## src/rtl/seven_seg_pkg.sv

```systemverilog
// seven_seg_pkg: segment table, control bit positions and BCD sizing shared by the 7-segment controller
package seven_seg_pkg;
  localparam int CTRL_HEX = 0;
  localparam int CTRL_BLZ = 1;
  localparam int CTRL_EN = 2;
  localparam logic [6:0] SEG_BLANK = 7'b0000000;
  localparam logic [6:0] SEG_TAB [16] = '{
    7'b1111110, 7'b0110000, 7'b1101101, 7'b1111001,
    7'b0110011, 7'b1011011, 7'b1011111, 7'b1110000,
    7'b1111111, 7'b1111011, 7'b1110111, 7'b0011111,
    7'b1001110, 7'b0111101, 7'b1001111, 7'b1000111
  };
  function automatic int bcd_digits(input int width);
    return (width * 30103 + 99999) / 100000;
  endfunction
endpackage

```

## src/rtl/seven_seg_scan_ctrl_bin2bcd.sv

```systemverilog
// seq_bin2bcd: sequential shift-add-3 binary to BCD converter, one input bit per cycle, restartable
module seq_bin2bcd #(
  parameter int DATA_W = 32,
  parameter int NUM_BCD = 10
) (
  input  logic                   clk,
  input  logic                   rst,
  input  logic                   start,
  input  logic [DATA_W-1:0]      din,
  output logic                   busy,
  output logic                   done,
  output logic [4*NUM_BCD-1:0]   bcd
);
  localparam int CW = $clog2(DATA_W + 1);
  logic [DATA_W-1:0] r_sh;
  logic [CW-1:0] r_cnt;
  logic [4*NUM_BCD-1:0] w_adj;
  always_comb begin
    w_adj = bcd;
    for (int i = 0; i < NUM_BCD; i++)
      w_adj[4*i +: 4] = bcd[4*i +: 4] >= 4'd5 ? bcd[4*i +: 4] + 4'd3 : bcd[4*i +: 4];
  end
  always_ff @(posedge clk) begin
    if (rst) begin
      busy <= 1'b0;
      done <= 1'b0;
      bcd <= '0;
      r_sh <= '0;
      r_cnt <= '0;
    end else if (start) begin
      r_sh <= din << 1;
      bcd <= {{(4*NUM_BCD-1){1'b0}}, din[DATA_W-1]};
      r_cnt <= CW'(DATA_W - 1);
      busy <= 1'b1;
      done <= DATA_W == 1;
    end else if (busy && r_cnt != '0) begin
      bcd <= {w_adj[4*NUM_BCD-2:0], r_sh[DATA_W-1]};
      r_sh <= r_sh << 1;
      r_cnt <= r_cnt - 1'b1;
      done <= r_cnt == CW'(1);
    end else begin
      busy <= 1'b0;
      done <= 1'b0;
    end
  end
endmodule

```

## src/rtl/seven_seg_scan_ctrl.sv

```systemverilog
// seven_seg_scan_ctrl: bus-writable multiplexed 7-segment display controller with hex/decimal conversion
module seven_seg_scan_ctrl
  import seven_seg_pkg::*;
#(
  parameter int NUM_DIGITS = 8,
  parameter int DATA_W = 32,
  parameter int REFRESH_DIV = 10000,
  parameter int ACTIVE_LOW = 1
) (
  input  logic                  clk,
  input  logic                  rst,
  input  logic                  we_7seg,
  input  logic                  wsel,
  input  logic [DATA_W-1:0]     wdata,
  output logic                  busy,
  output logic                  ovf,
  output logic                  a,
  output logic                  b,
  output logic                  c,
  output logic                  d,
  output logic                  e,
  output logic                  f,
  output logic                  g,
  output logic [NUM_DIGITS-1:0] AN
);
  localparam int NB = bcd_digits(DATA_W);
  localparam int BW = 4 * NUM_DIGITS;
  localparam int IW = NUM_DIGITS > 1 ? $clog2(NUM_DIGITS) : 1;
  localparam int PW = $clog2(REFRESH_DIV);
  localparam logic POL = ACTIVE_LOW != 0;
  logic [DATA_W-1:0] r_value;
  logic r_hex, r_blz, r_en;
  logic [BW-1:0] r_buf;
  logic [PW-1:0] r_pre;
  logic [IW-1:0] r_idx;
  logic [6:0] r_cur, r_seg;
  logic [NUM_DIGITS-1:0] r_an;
  logic w_val_wr, w_ctl_wr, w_lhex, w_launch, w_start, w_cnv_rst, w_done, w_tc, w_nblank;
  logic [DATA_W-1:0] w_lval;
  logic [4*NB-1:0] w_bcd;
  logic [BW+DATA_W-1:0] w_hex_ext;
  logic [BW+4*NB-1:0] w_bcd_ext;
  logic [IW-1:0] w_nidx;
  logic [3:0] w_ndig;
  assign w_val_wr = we_7seg & ~wsel;
  assign w_ctl_wr = we_7seg & wsel;
  assign w_lhex = w_ctl_wr ? wdata[CTRL_HEX] : r_hex;
  assign w_launch = w_val_wr | (w_ctl_wr & (wdata[CTRL_HEX] != r_hex));
  assign w_lval = w_val_wr ? wdata : r_value;
  assign w_start = w_launch & ~w_lhex;
  assign w_cnv_rst = rst | (w_launch & w_lhex);
  assign w_hex_ext = {{BW{1'b0}}, w_lval};
  assign w_bcd_ext = {{BW{1'b0}}, w_bcd};
  assign w_tc = r_pre == PW'(REFRESH_DIV - 1);
  assign w_nidx = r_idx == IW'(NUM_DIGITS - 1) ? '0 : r_idx + 1'b1;
  assign w_ndig = 4'(r_buf >> (4 * w_nidx));
  assign w_nblank = r_blz && w_nidx != '0 && (r_buf >> (4 * w_nidx)) == '0;
  assign {a, b, c, d, e, f, g} = r_seg;
  assign AN = r_an;
  seq_bin2bcd #(.DATA_W(DATA_W), .NUM_BCD(NB)) u_bcd (
    .clk(clk),
    .rst(w_cnv_rst),
    .start(w_start),
    .din(w_lval),
    .busy(busy),
    .done(w_done),
    .bcd(w_bcd)
  );
  always_ff @(posedge clk) begin
    if (rst) begin
      r_value <= '0;
      r_hex <= 1'b0;
      r_blz <= 1'b0;
      r_en <= 1'b1;
      r_buf <= '0;
      ovf <= 1'b0;
      r_pre <= '0;
      r_idx <= '0;
      r_cur <= SEG_TAB[0];
      r_seg <= {7{POL}};
      r_an <= {NUM_DIGITS{POL}};
    end else begin
      if (w_val_wr) r_value <= wdata;
      if (w_ctl_wr) begin
        r_hex <= wdata[CTRL_HEX];
        r_blz <= wdata[CTRL_BLZ];
        r_en <= wdata[CTRL_EN];
      end
      if (w_launch & w_lhex) begin
        r_buf <= w_hex_ext[BW-1:0];
        ovf <= |w_hex_ext[BW +: DATA_W];
      end else if (w_done & ~w_launch) begin
        r_buf <= w_bcd_ext[BW-1:0];
        ovf <= |w_bcd_ext[BW +: 4*NB];
      end
      r_pre <= w_tc ? '0 : r_pre + 1'b1;
      if (w_tc) begin
        r_idx <= w_nidx;
        r_cur <= w_nblank ? SEG_BLANK : SEG_TAB[w_ndig];
      end
      r_an <= r_en ? (NUM_DIGITS'(1) << r_idx) ^ {NUM_DIGITS{POL}} : {NUM_DIGITS{POL}};
      r_seg <= r_en ? r_cur ^ {7{POL}} : {7{POL}};
    end
  end
endmodule

```

## config.mk

```make
export PLATFORM = sky130hd
export DESIGN_NAME = seven_seg_scan_ctrl
export DESIGN_NICKNAME = d
export VERILOG_FILES = /design/src/rtl/seven_seg_pkg.sv /design/src/rtl/seven_seg_scan_ctrl_bin2bcd.sv /design/src/rtl/seven_seg_scan_ctrl.sv
export SDC_FILE = /design/constraint.sdc
export NUM_CORES = 1
export LEC_CHECK = 0
export CORE_ASPECT_RATIO = 1.2
export CORE_MARGIN = 3
export CORE_UTILIZATION = 60
export CTS_CLUSTER_SIZE = 30
export DETAILED_ROUTE_END_ITERATION = 6
export PLACE_DENSITY = 0.86
export SYNTH_ARGS = -nofsm -noshare
export SYNTH_HDL_FRONTEND = slang
export SYNTH_SLANG_ARGS = --single-unit
```

## constraint.sdc

```tcl
create_clock -name clk -period 3.3 [get_ports clk]
set_input_delay 0.66 -clock clk [delete_from_list [all_inputs] [get_ports clk]]
set_output_delay 0.66 -clock clk [all_outputs]
set_load 0.1 [all_outputs]
```

==> impl_metrics.env <==
export IMPL_syn2layout_area_growth_pct=12.8
export IMPL_cts_resized=0
export IMPL_cp_end_kind="register"
export IMPL_synth_seq_area_share_pct=42.0
export IMPL_viasPerCell=6.07
export IMPL_status="finished clean"
export IMPL_ys_flop_type="dfxtp_1"
export IMPL_fin_total_pwr_mw=4.85
export IMPL_critPathArrivalTime_ns=3.33
export IMPL_synth_most_common_cell="dfxtp_1"
export IMPL_clockBufferDepth=2
export IMPL_crit_type="reg -> reg"
export IMPL_ios=53
export IMPL_vdd_drop_max_uv=287
export IMPL_p_switching_mw=1.30
export IMPL_overflow=0
export IMPL_rsz0062_at_grt="no"
export IMPL_ctsHtreeMaxLevel=4
export IMPL_cp_startpoint="r_idx[0]"
export IMPL_dp_cells=1244
export IMPL_synthArstFlopShare_pct=0
export IMPL_r2r_start="r_idx[0]"
export IMPL_tns_ns=0
export IMPL_start_kind="register"
export IMPL_drt_iter0_drc=694
export IMPL_required_ns=3.62
export IMPL_p_per_area_mw_per_mm2=485
export IMPL_cts_sinks=186
export IMPL_synth_edff_count=0
export IMPL_syn_inst=1061
export IMPL_hold_buffers=0
export IMPL_final_util_pct=69.4
export IMPL_final_max_slew_viol_count=0
export IMPL_comb_power_share_pct=12.2
export IMPL_grt_pass1_wl_um=35400
export IMPL_fmax_ghz=0.333
export IMPL_placementRows=48
export IMPL_synth_cell_types=60
export IMPL_diodes=0
export IMPL_vias=7728
export IMPL_synth_top_area_share_pct=42.0
export IMPL_hold_depth=1
export IMPL_syn_avg_cell_area_um2=8.35
export IMPL_post_route_period_util_pct=91.0
export IMPL_drt_drc_violations_left=0
export IMPL_p_leak_nw=3.69
export IMPL_start_util_pct=61.5
export IMPL_ys_ff_latch=186
export IMPL_period_minus_slack_ns=3.00
export IMPL_hp_start="r_cur[6]"
export IMPL_slew_headroom_pct=18.3
export IMPL_drt_first_pass_iters=7
export IMPL_p_int_mw=3.55
export IMPL_setup_viol=0
export IMPL_clock_power_share_pct=38.3
export IMPL_cts_tree="done"
export IMPL_switching_share_pct=26.8
export IMPL_routed_wl_um=21600
export IMPL_tightestPinTransition_ns=1.23
export IMPL_grt_max_degree=56
export IMPL_min_path_type="reg -> reg"
export IMPL_grt_usage_pct=27.0
export IMPL_die_w_um=117
export IMPL_power_frac_seq_pct=49.6
export IMPL_yosysWarnings=0
export IMPL_dieArea_mm2=0.0163
export IMPL_clk_pin_slew_ns=0.07
export IMPL_worstPathMaxFanout=9
export IMPL_hold_violations=0
export IMPL_grt_pass1_vias=7266
export IMPL_synth_top_cell_by_area="dfxtp_1"
export IMPL_drive_gt1_share_pct=9.92
export IMPL_rr_worst_depth=12
export IMPL_final_cells=1274
export IMPL_cts_made_buffers=17
export IMPL_syn_nets=1134
export IMPL_coreArea_mm2=0.0144
export IMPL_portBuffers=52
export IMPL_post_cts_buffers=0
export IMPL_antenna_found_initial=0
export IMPL_synthTopCellsByCount="dfxtp_1 (186), nand2_1 (179), nor2_1 (136)"
export IMPL_fp_dieH_um=139
export IMPL_synth_area_mm2=0.00886
export IMPL_cap_violations=0
export IMPL_detail_route_antenna_nets=0
export IMPL_nNetsFinal=1161
export IMPL_dp_hpwl_um=15000
export IMPL_ys_top_cells_by_area="dfxtp_1 (42%), nand2_1 (7.6%), nor2_1 (5.8%)"
export IMPL_fin_worst_skew_ns=0.00912
export IMPL_clock_latency_ns=0.44
export IMPL_wl_per_cell_um=17.0
export IMPL_gp_congestion=1.00
export IMPL_cts_root_buffer="clkbuf_16"
-- power by group through the flow --
stage	combinational (mW)	sequential (mW)	clock (mW)
final	0.590	2.40	1.86
after global routing	0.647	2.41	1.96
after CTS	0.587	2.40	1.86
after detailed placement	0.581	2.45	0
after global placement	0.569	2.45	0
after floorplan	0.364	2.48	0
-- worst paths after layout --
check	slack (ns)	endpoint
max	0.30	r_cur[5]
min	0.39	r_seg[6]
max reg2reg	0.30	r_cur[5]
min reg2reg	0.39	r_seg[6]
-- flip-flops by register name, indices dropped and copies added, names as in the netlist --
signal       cells
r_hex            1
r_pre           14
r_value         32
r_blz            1
u_bcd.busy       1
r_en             1
AN               8
u_bcd.r_cnt      6
r_seg            7
u_bcd.done       1
r_cur            7
r_idx            3
r_buf           32
ovf              1
u_bcd.r_sh      31
u_bcd.bcd       40
-- layer usage --
metal	global-route usage, %	vias up	routed length [um]	share of wire [%]
met5	0	-	0	0
met4	14.1	0	961	4.4
met3	4.41	77	1060	4.9
met2	43.4	258	10500	48
met1	34.5	3661	9140	42
li1	-	3732	-	-
-- through the flow --
step	cell area [um^2]	setup WS (ns)	hold WS, ns
after floorplan	8860	0.465	0.358
after global placement	9480	0.355	0.368
after detailed placement	9480	0.246	0.372
after CTS	10000	0.218	0.391
after global routing	10000	0.0658	0.399
final	10000	0.297	0.392
-- placed cells by master (no fill, tap or decap), types with 2 or more instances in the layout --
cell               n
nor3_1            10
o41ai_2            2
clkdlybuf4s50_1   39
and3_1            17
inv_1             34
inv_6              4
nand4_1            5
a311oi_1          35
mux2i_1           21
a22oi_1            2
clkbuf_16         17
o211ai_1           2
o21ai_0           33
xor2_1             9
nor4_1            10
a21oi_1           68
buf_4             34
or3b_2             2
nand2_2            2
buf_12             2
and2_1             3
a221o_1            6
clkbuf_1           4
nor2b_1           19
xnor2_1           18
a221oi_1          14
nor2_1           136
nand2_1          178
nand2b_1          16
or4_1              3
ha_1              36
dfxtp_1          186
nor2_2             2
o2bb2ai_1          2
mux2_2            25
a211oi_1          25
clkinvlp_4         2
nor3b_1           11
nand3_1           31
a31oi_1            4
-- worst max-delay path, cell delays in order (launching register included) --
cell and delay (ns):
dfxtp_1 0.38, inv_1 0.11, ha_2 0.37, buf_4 0.19, nor3_1 0.22, or4_1 0.15, nand4_1 0.22, inv_1 0.20
ha_1 0.19, nand2_1 0.06, nor3_1 0.24, a31oi_2 0.21, a221o_1 0.36
-- kinds of logic after synthesis --
logic type / after synthesis / share of synthesized area [%]
buf+inv: 103 / 4.93
mux: 47 / 5.80
simple gates: 454 / 23.1
fa+ha+maj: 37 / 5.22
flops: 186 / 42.0
compound gates: 207 / 16.3
xor+xnor: 27 / 2.67
-- cell type report --
| class | count | area [um^2] |
|---|---|---|
| Timing Repair Buffer | 76 | 691 |
| Multi-Input combinational cell | 772 | 4720 |
| Inverter | 35 | 131 |
| Clock buffer | 22 | 454 |
| Tap cell | 175 | 219 |
| Sequential cell | 186 | 3720 |
| Clock inverter | 8 | 63.8 |
| Fill cell | 1166 | 4410 |
(Power assumes the default switching activity.)
